[src/rtl/mem_pkg.sv]
// Shared types and defaults for the data-memory port arbiter.
package mem_pkg;

  localparam int ADDR_W = 12;
  localparam int DATA_W = 32;

  // Arbiter ownership state: no owner, or one port holding a lock.
  typedef enum logic [1:0] {
    IDLE  = 2'd0,
    OWN_A = 2'd1,
    OWN_B = 2'd2
  } arb_state_t;

  localparam logic [3:0] WE_NONE = 4'b0000;

endpackage

[src/rtl/arb_starve_ctr.sv]
// Saturating starvation counter: counts contested A grants up to a limit.
// A clear request takes priority over an increment in the same cycle.
module arb_starve_ctr (
  input  logic       clk,
  input  logic       rst_n,
  input  logic       inc,
  input  logic       clr,
  input  logic [3:0] lim,
  output logic [3:0] cnt,
  output logic       at_lim
);

  // Clear wins over increment; increment saturates at the limit.
  always_ff @(posedge clk or negedge rst_n) begin
    if (!rst_n) begin
      cnt <= 4'd0;
    end else if (clr) begin
      cnt <= 4'd0;
    end else if (inc && (cnt < lim)) begin
      cnt <= cnt + 4'd1;
    end
  end

  // B must be forced through once the counter reaches the limit.
  assign at_lim = (cnt == lim);

endmodule

[src/rtl/dmem_port_arbiter.sv]
// Two-port arbiter for a single-ported data memory.
// Handshake: a port's access is issued in the same cycle that req and gnt
// are both high (no separate ready); a read issued in cycle N is signalled
// by rvalid in cycle N+1, with rdata taken directly from the memory output.
// A granted port whose lock is high keeps exclusive ownership until it is
// granted again with lock low; the other port simply waits meanwhile.
module dmem_port_arbiter
  import mem_pkg::*;
#(
  parameter int ADDR_W     = mem_pkg::ADDR_W,
  parameter int DATA_W     = mem_pkg::DATA_W,
  parameter int STARVE_LIM = 4
) (
  input  logic                clk,
  input  logic                rst_n,
  // Port A: CPU load/store path
  input  logic                a_req,
  input  logic                a_lock,
  input  logic [ADDR_W-1:0]   a_adr,
  input  logic [DATA_W/8-1:0] a_we,
  input  logic [DATA_W-1:0]   a_wdata,
  output logic                a_gnt,
  output logic                a_rvalid,
  output logic [DATA_W-1:0]   a_rdata,
  // Port B: secondary master
  input  logic                b_req,
  input  logic                b_lock,
  input  logic [ADDR_W-1:0]   b_adr,
  input  logic [DATA_W/8-1:0] b_we,
  input  logic [DATA_W-1:0]   b_wdata,
  output logic                b_gnt,
  output logic                b_rvalid,
  output logic [DATA_W-1:0]   b_rdata,
  // Memory side
  output logic [ADDR_W-1:0]   mem_adr,
  output logic [DATA_W/8-1:0] mem_we,
  output logic [DATA_W-1:0]   mem_din,
  input  logic [DATA_W-1:0]   mem_dout,
  // Debug visibility of internal state
  output arb_state_t          dbg_state,
  output logic [3:0]          dbg_starve_cnt
);

  localparam logic [3:0] LIM = 4'(STARVE_LIM);
  localparam logic [DATA_W/8-1:0] WE_ZERO = '0;

  arb_state_t state;
  logic       rd_a;
  logic       rd_b;
  logic       at_lim;
  logic       a_win;
  logic       b_win;
  logic [3:0] starve_cnt;

  // Pick the winner from requests and ownership; mem_dout is not involved.
  always_comb begin
    a_win = 1'b0;
    b_win = 1'b0;
    case (state)
      OWN_A: a_win = a_req;
      OWN_B: b_win = b_req;
      default: begin
        if (a_req && b_req) begin
          b_win = at_lim;
          a_win = !at_lim;
        end else begin
          a_win = a_req;
          b_win = b_req;
        end
      end
    endcase
  end

  // Grants are suppressed while reset is asserted.
  assign a_gnt = a_win && rst_n;
  assign b_gnt = b_win && rst_n;

  // Route the winner to memory; with no grant, addresses follow port A.
  always_comb begin
    mem_adr = a_adr;
    mem_din = a_wdata;
    mem_we  = WE_ZERO;
    if (b_gnt) begin
      mem_adr = b_adr;
      mem_din = b_wdata;
      mem_we  = b_we;
    end else if (a_gnt) begin
      mem_we  = a_we;
    end
  end

  // Ownership FSM: only the granted port's lock is sampled.
  always_ff @(posedge clk or negedge rst_n) begin
    if (!rst_n) begin
      state <= IDLE;
    end else if (a_gnt) begin
      state <= a_lock ? OWN_A : IDLE;
    end else if (b_gnt) begin
      state <= b_lock ? OWN_B : IDLE;
    end else if ((state != OWN_A) && (state != OWN_B)) begin
      state <= IDLE;
    end
  end

  // Remember which port issued a read so its data is flagged next cycle.
  always_ff @(posedge clk or negedge rst_n) begin
    if (!rst_n) begin
      rd_a <= 1'b0;
      rd_b <= 1'b0;
    end else begin
      rd_a <= a_gnt && (a_we == WE_ZERO);
      rd_b <= b_gnt && (b_we == WE_ZERO);
    end
  end

  arb_starve_ctr u_starve (
    .clk    (clk),
    .rst_n  (rst_n),
    .inc    (a_gnt && b_req),
    .clr    (b_gnt || !b_req),
    .lim    (LIM),
    .cnt    (starve_cnt),
    .at_lim (at_lim)
  );

  assign a_rvalid       = rd_a;
  assign b_rvalid       = rd_b;
  assign a_rdata        = mem_dout;
  assign b_rdata        = mem_dout;
  assign dbg_state      = state;
  assign dbg_starve_cnt = starve_cnt;

endmodule

[config.mk]
export PLATFORM = sky130hd
export DESIGN_NAME = dmem_port_arbiter
export DESIGN_NICKNAME = d
export VERILOG_FILES = /design/src/rtl/mem_pkg.sv /design/src/rtl/arb_starve_ctr.sv /design/src/rtl/dmem_port_arbiter.sv
export SDC_FILE = /design/constraint.sdc
export NUM_CORES = 1
export LEC_CHECK = 0
export ABC_AREA = 1
export ABC_CLOCK_PERIOD_IN_PS = 1400
export CAP_MARGIN = 10
export CELL_PAD_IN_SITES_DETAIL_PLACEMENT = 1
export CELL_PAD_IN_SITES_GLOBAL_PLACEMENT = 2
export CORE_MARGIN = 1.5
export CORE_UTILIZATION = 10
export DETAILED_ROUTE_END_ITERATION = 16
export GPL_TIMING_DRIVEN = 0
export PLACE_DENSITY_LB_ADDON = 0.1
export SYNTH_ARGS = -nofsm -noshare
export SYNTH_HDL_FRONTEND = slang
export SYNTH_SLANG_ARGS = --single-unit
[constraint.sdc]
create_clock -name clk -period 1.4 [get_ports clk]
set_input_delay 0.21 -clock clk [delete_from_list [all_inputs] [get_ports clk]]
set_output_delay 0.21 -clock clk [all_outputs]
set_load 0.01 [all_outputs]
==> out/qor.log, run 1 <==
qor: timing.final_min_period_over_clock_period 1.493
qor: timing.max_slew_vio_count 0
qor: routing.dr_total_vias 2628
qor: grt.globalRoute.totalOverflow 0
qor: timing.timing_limited_maximum_frequency 478.5 MHz
qor: die.floorplan.initialDensity 0.1024
qor: synthesis.yosys_warns 0
qor: timing.finalWorstPathRequiredPeriod 2090 ps
qor: synthesis.postSynth.topFlopCell sky130_fd_sc_hd__dfrtp_1
qor: die.core_area 15830 sq um
qor: synthesis.synth.cells.most_frequent sky130_fd_sc_hd__nand2_1, sky130_fd_sc_hd__buf_4, sky130_fd_sc_hd__inv_1
qor: hold_path.hold_class primary input to async pin
qor: routing.drt-pass1-iter-count 2
qor: synthesis.syn-instance-count 283
qor: routing.drt_iter0_markers 26
qor: timing.worst_hold_slack 49.66 ps
qor: die.die_x 130.3 um
qor: synthesis.post_synth_num_cell_types 19
qor: synthesis.postSynthRegisterBits 8
qor: placed_design.place.port_buffers 223
qor: placed_design.placed_cells 722
qor: grt.maximum_number_of_pins_on_one_net_before_global_route_repair 12
qor: timing.post-route-worst-setup-slack -689.8 ps
qor: outcome.run_status complete, but fails checks
qor: layout.finalNonFillerCells 749
qor: timing.hold_viol_final 0
qor: power_and_ir_drop.power.static_leakage 2.293 nW
qor: routing.route.detailed.drc 0
qor: power_and_ir_drop.vdd_drop_max 0.2685 mV
qor: placed_design.last_weighted_congestion_value_of_the_routability_driven_placer 0.6788
qor: clock_tree.cts_htree_levels 1
qor: clock_tree.worstSkewPairLatency 230 ps
qor: layout.num-fill-cells 1878
qor: outcome.violations negative setup slack
qor: synthesis.synth_area 1620 sq um
qor: timing.timing.final.setup_violations 58
qor: clock_tree.clk_root_buffer_cell sky130_fd_sc_hd__clkbuf_16
qor: layout.num-nets-final 672
qor: synthesis.synth.most_common_cell sky130_fd_sc_hd__nand2_1
qor: die.pin_count 256
qor: layout.layout-area-overhead-vs-synth 207.7%
qor: clock_tree.tritoncts built
qor: placed_design.hpwlAfterDp 7.558 mm
qor: critical_path.cp.required 1190 ps
qor: synthesis.synth_top_area_frac 0.3568
qor: grt.grt_pass1_vias 2646
qor: job.cap_viol_max_count 0
qor: critical_path.endpoint_kind output pin
qor: routing.route.antenna.remaining_nets 0
qor: synthesis.synth_top_cells_by_area sky130_fd_sc_hd__nand2_1, sky130_fd_sc_hd__buf_4, sky130_fd_sc_hd__dfrtp_1, sky130_fd_sc_hd__buf_6, sky130_fd_sc_hd__ha_1
qor: layout.diodes 0
qor: clock_tree.cts_max_path_buffers 2
qor: synthesis.net_count_after_synthesis 421
qor: die.die_y 130.3 um
qor: timing.rsz0062_at_grt yes
qor: synthesis.netlist.top_cell.by_area sky130_fd_sc_hd__nand2_1
qor: clock_tree.cts_buffers 3
qor: synthesis.ys_async_sr_fraction 1.000
qor: synthesis.synth_edf_count 0
qor: timing.slew_headroom 0.6668
qor: power_and_ir_drop.power_density 497.0 nW/um^2
qor: synthesis.seq_area_frac_synth 0.1236
qor: critical_path.critPathMaxFanout 5
qor: critical_path.timing.critical_path.arrival 1880 ps
qor: clock_tree.cts-hold-fix-buffers 0
qor: clock_tree.cts_sinks 8
qor: routing.viasPerCell 3.509
qor: grt.antenna_found_initial 0
qor: critical_path.setup.worst_path.start_class flip-flop
qor: routing.drt-wirelength-per-cell 12.26 um
qor: critical_path.worstSetupPathType flip-flop to output pin
qor: routing.detail_route.wirelength 9.179 mm
qor: timing.finClkSkew 1.547 ps
qor: synthesis.post_synth.cell_area_avg 5.725 sq um
qor: timing.timing_worst_slew_pin_value 499.9 ps
qor: grt.global_route_wire_length_before_repair 12.61 mm
qor: die.dieArea 16980 sq um
qor: layout.drive_gt1_frac 0.4934
qor: grt.track_usage 0.09324
qor: layout.utilization 0.3150
qor: die.number_of_placement_rows 46
qor: clock_tree.clkTransAtPathRegs 40 ps
==> routing by layer <==
| metal | wire (um) | track usage | up-vias |
|---|---|---|---|
| met5 | 0 | 0 | - |
| met4 | 81 | 0.02157 | 0 |
| met3 | 1299 | 0.03854 | 6 |
| met2 | 4647 | 0.1737 | 165 |
| met1 | 3150 | 0.09692 | 1161 |
| li1 | - | - | 1296 |
==> where the power goes <==
| part | internal, mW | switching [mW] |
|---|---|---|
| Sequential | 0.242 | 0.00817 |
| Clock | 0.380 | 0.115 |
| Combinational | 1.08 | 0.657 |
==> worst max-delay path, cell delays in order, from the launching register on <==
cell and delay (ps):
sky130_fd_sc_hd__dfrtp_2 420, sky130_fd_sc_hd__ha_4 290, sky130_fd_sc_hd__nand2_2 60, sky130_fd_sc_hd__nor2_4 120
sky130_fd_sc_hd__nand2_4 80, sky130_fd_sc_hd__nand2_8 100, sky130_fd_sc_hd__buf_6 110, sky130_fd_sc_hd__bufbuf_16 250
sky130_fd_sc_hd__nand2_1 60, sky130_fd_sc_hd__nand2_2 60, sky130_fd_sc_hd__buf_6 100
==> per-stage QoR <==
step | TNS [ps] | setup WS, ps | total power [mW] | cell area [sq um]
6_report | -32020 | -689.8 | 2.478 | 4986
2_1_floorplan | -9429 | -201.5 | 0.8737 | 1802
3_5_place_dp | -68330 | -1341 | 1.750 | 4304
5_1_grt | -37060 | -765.3 | 2.643 | 4986
3_3_place_gp | -68730 | -1350 | 1.744 | 4304
4_1_cts | -32770 | -712.1 | 2.396 | 4695
==> cell families after synthesis <==
logic type | after synthesis | share of synthesized area
buffers and inverters | 86 | 0.3861
AOI/OAI and AO/OA | 3 | 0.01004
DFF | 8 | 0.1236
adders and majority gates | 4 | 0.03089
and+or+nand+nor | 182 | 0.4494
==> repair_timing <==
action                     4_1_cts  5_1_grt
cloned                           1        4
pin swaps                        6       10
setup buffers                   14        8
hold endpoints to repair         0        0
setup endpoints to repair       62       59
gates resized for setup        279       47
==> cells in the final DEF (no fill, tap or decap), drive strengths merged <==
cell type,instances
buf,133
or3,1
dfrtp,8
nand4,3
dlygate4sd2,4
or2,1
clkbuf,8
nand3,9
dlymetal6s2s,1
ha,4
a31oi,1
clkdlybuf4s50,167
a21oi,2
clkdlybuf4s15,10
inv,12
nor4,1
nand2,156
nor3,1
nor2,10
bufbuf,1
==> registers in the layout, summed over array words and instances (netlist names) <==
name          cells
u_starve.cnt      4
a_rvalid          1
dbg_state         2
b_rvalid          1
==> area by class of cell <==
type,count,area [sq um],area share
tap,216,270.3,0.05420
timing repair buffer,249,2630,0.5275
multi-input combinational,189,1165,0.2336
sequential,8,202.7,0.04065
inverter,12,57.56,0.01154
clock buffer,4,78.83,0.01581
buffer,71,581.8,0.1167
==> path summary, 6_finish.rpt <==
| path | to | slack, ps | startpoint | cells past startpoint |
|---|---|---|---|---|
| max in group asynchronous | dbg_state[1] | 990 | rst_n | 1 |
| min in group clk | dbg_state[0] | 520 | a_lock | 3 |
| min | b_rvalid | 50 | rst_n | 1 |
| min reg2reg | u_starve.cnt[3] | 590 | u_starve.cnt[3] | 2 |
| max reg2reg | dbg_state[1] | -370 | dbg_state[1] | 10 |
| max | mem_din[9] | -690 | dbg_state[1] | 10 |
(Power assumes the default switching activity.)
==> run 2: changes to the inputs <==
--- a/config.mk
+++ b/config.mk
@@ -15,6 +15,7 @@
 export DETAILED_ROUTE_END_ITERATION = 16
 export GPL_TIMING_DRIVEN = 0
 export PLACE_DENSITY_LB_ADDON = 0.1
+export SLEW_MARGIN = 10
 export SYNTH_ARGS = -nofsm -noshare
 export SYNTH_HDL_FRONTEND = slang
 export SYNTH_SLANG_ARGS = --single-unit
==> results of run 2 <==
Same layout as run 1: the final DEF is identical, and so are final timing and power.
==> run 3: changes to the inputs <==
--- a/config.mk
+++ b/config.mk
@@ -10,7 +10,7 @@
 export CAP_MARGIN = 10
 export CELL_PAD_IN_SITES_DETAIL_PLACEMENT = 1
 export CELL_PAD_IN_SITES_GLOBAL_PLACEMENT = 2
-export CORE_MARGIN = 1.5
+export CORE_MARGIN = 2
 export CORE_UTILIZATION = 10
 export DETAILED_ROUTE_END_ITERATION = 16
 export GPL_TIMING_DRIVEN = 0
==> run 3 against run 2 <==
  * The flow still finishes with violations (negative setup slack)
  * Non-clock buffer count increased by 13
  * Maximum frequency fell by 4.4%
  * Clock power rose by 1%
  * Highest routed layer unchanged
  * Worst hold slack better by 340 ps
  * Worst setup slack got worse by 96 ps
  * Largest power group unchanged
  * Clock-buffer cell count stayed put
  * Cell count rose by 1.9%
==> out/qor.log, run 3 (synthesized netlist as in run 1, its figures left out) <==
qor: die.dieArea 17240 sq um
qor: critical_path.critical_path_cell_count 12
qor: placed_design.dpl-instance-area 4304 sq um
qor: clock_tree.cts_max_path_buffers 2
qor: hold_path.min_path_cells 4
qor: job.cap_viol_max_count 0
qor: critical_path.reg2reg_depth 13
qor: timing.finClkSkew 3.260 ps
qor: routing.drt-pass1-iter-count 4
qor: layout.num-nets-final 686
qor: critical_path.crit_slowest_cell sky130_fd_sc_hd__dfrtp_2
qor: routing.detail_route.wirelength 9.799 mm
qor: clock_tree.clk_root_buffer_cell sky130_fd_sc_hd__clkbuf_16
qor: grt.maximum_number_of_pins_on_one_net_before_global_route_repair 12
qor: critical_path.endpoint_kind output pin
qor: layout.finalNonFillerCells 763
qor: critical_path.crit_buf_inv 5
qor: grt.track_usage 0.1079
qor: placed_design.placed_cells 722
qor: routing.highest_layer_used_for_signal_routing met4
qor: critical_path.critPathMaxFanout 6
qor: die.core_area 15890 sq um
qor: timing.finalWorstPathRequiredPeriod 2186 ps
qor: clock_tree.worstSkewPairLatency 230 ps
qor: timing.final_min_period_over_clock_period 1.562
qor: clock_tree.cts_htree_levels 1
qor: clock_tree.tritoncts built
qor: routing.dr_total_vias 2693
qor: critical_path.setup.worst_path.start_class flip-flop
qor: timing.post-route-worst-setup-slack -786.1 ps
qor: routing.m1WireLength 3.784 mm
qor: critical_path.worst_path_dominant_cell_family buffers and inverters
qor: die.die_y 131.3 um
qor: timing.timing.final.setup_violations 58
qor: power_and_ir_drop.vdd_drop_max 0.3007 mV
qor: critical_path.worst_path_largest_cell_delay 420 ps
qor: outcome.run_status complete, but fails checks
qor: layout.layout_commonest_cell sky130_fd_sc_hd__clkdlybuf4s50_1
qor: layout.registers.top_by_ff_count u_starve.cnt
qor: grt.antenna_found_initial 0
qor: grt.grt_pass1_vias 2898
qor: layout.layout_common_cells sky130_fd_sc_hd__clkdlybuf4s50_1, sky130_fd_sc_hd__nand2_2, sky130_fd_sc_hd__buf_4
qor: layout.drive_gt1_frac 0.5576
qor: timing.slew_headroom 0.7192
qor: die.floorplan.initialDensity 0.1020
qor: layout.flip_flop_count_of_the_largest_register_after_layout 4
qor: routing.wl_met2 5.005 mm
qor: layout.layout-area-overhead-vs-synth 229.6%
qor: layout.utilization 0.3362
qor: timing.worst_hold_slack 391.1 ps
qor: layout.diodes 0
qor: critical_path.critical_path.cell_chain ha_4 > nand2_4 > nor2_4 > nand2_4 > nand2_8 > buf_12 > inv_16 > buf_8 > buf_12 > nand2_4 > nand2_2 > buf_6
qor: placed_design.pre_cts_slack -1377 ps
qor: timing.finalSetupTns -36940 ps
qor: layout.num-fill-cells 1881
qor: grt.global_route_wire_length_before_repair 15.30 mm
qor: critical_path.cp.required 1190 ps
qor: placed_design.place.port_buffers 223
qor: grt.globalRoute.totalOverflow 0
qor: placed_design.hpwlAfterDp 7.671 mm
qor: placed_design.last_weighted_congestion_value_of_the_routability_driven_placer 0.6923
qor: timing.rsz0062_at_grt yes
qor: routing.drt_iter0_markers 32
qor: critical_path.cpMostUsedCell sky130_fd_sc_hd__nand2_4
qor: timing.hold_viol_final 0
qor: critical_path.worstSetupPathType flip-flop to output pin
qor: timing.max_slew_vio_count 0
qor: outcome.violations negative setup slack
qor: die.pin_count 256
qor: die.die_x 131.3 um
qor: die.number_of_placement_rows 46
qor: layout.area.sequential 202.7 sq um
qor: layout.post-route-cell-area 5340 sq um
qor: power_and_ir_drop.design_power_total 2.661 mW
qor: timing.timing_worst_slew_pin_value 419.9 ps
qor: clock_tree.cts_sinks 8
qor: power_and_ir_drop.power.static_leakage 2.593 nW
qor: routing.viasPerCell 3.529
qor: clock_tree.clkTransAtPathRegs 40 ps
qor: hold_path.hold_class primary input to flip-flop
qor: routing.route.detailed.drc 0
qor: clock_tree.cts_buffers 3
qor: routing.drt-wirelength-per-cell 12.84 um
qor: timing.timing_limited_maximum_frequency 457.4 MHz
qor: layout.multi_input_comb_area 1340 sq um
qor: critical_path.timing.critical_path.arrival 1980 ps
qor: routing.route.antenna.remaining_nets 0
qor: routing.dr_wl_met3 957 um
qor: power_and_ir_drop.power_density 498.3 nW/um^2
## run 3: layout make-up
type | count | area share
Timing Repair Buffer | 261 | 0.5159
Multi-Input combinational cell | 189 | 0.2509
Buffer | 72 | 0.1143
Tap cell | 216 | 0.05061
Sequential cell | 8 | 0.03796
Clock buffer | 4 | 0.01476
Inverter | 12 | 0.01242
Timing Repair inverter | 1 | 0.003046
## run 3: worst reg2reg max path: stages (launching register included)
cell and delay (ps):
sky130_fd_sc_hd__dfrtp_2 400, sky130_fd_sc_hd__buf_4 130, sky130_fd_sc_hd__buf_4 150, sky130_fd_sc_hd__ha_4 160
sky130_fd_sc_hd__nor2_2 110, sky130_fd_sc_hd__nor2_2 70, sky130_fd_sc_hd__buf_4 130, sky130_fd_sc_hd__buf_4 120
sky130_fd_sc_hd__buf_4 120, sky130_fd_sc_hd__buf_6 110, sky130_fd_sc_hd__nand3_2 70, sky130_fd_sc_hd__nand2_1 50
sky130_fd_sc_hd__inv_1 40, sky130_fd_sc_hd__nor2_1 40
## run 3: worst paths after layout
| check | from | endpoint | slack [ps] |
|---|---|---|---|
| setup / recovery | dbg_state[1] | mem_din[28] | -790 |
| hold / removal | rst_n | dbg_state[1] | 390 |
| setup reg to reg | dbg_state[0] | u_starve.cnt[1] | -390 |
| hold reg to reg | u_starve.cnt[3] | u_starve.cnt[3] | 560 |
| max in group asynchronous | rst_n | dbg_state[1] | 580 |
| min in group asynchronous | rst_n | u_starve.cnt[0] | 500 |
## run 3: routing by layer
metal / track usage / vias up
li1: - / 1321
met1: 0.1217 / 1208
met2: 0.2026 / 160
met3: 0.03241 / 4
met4: 0.01691 / 0
met5: 0 / -
## run 3: repair_timing
action                     in CTS  in global routing
gates resized for setup       353                 56
setup endpoints to repair      61                 60
buffers inserted               24                 13
pin swaps                      17                 15
hold buffers                    0                  1
hold endpoints to repair        0                  8
gates cloned                    7                  1
## run 3: report_power, final
group / internal [mW] / total [mW] / switching (mW) / leakage (nW)
Clock: 0.380 / 0.502 / 0.121 / 0.0382
Combinational: 1.17 / 1.91 / 0.744 / 2.45
Sequential: 0.242 / 0.249 / 0.00708 / 0.107
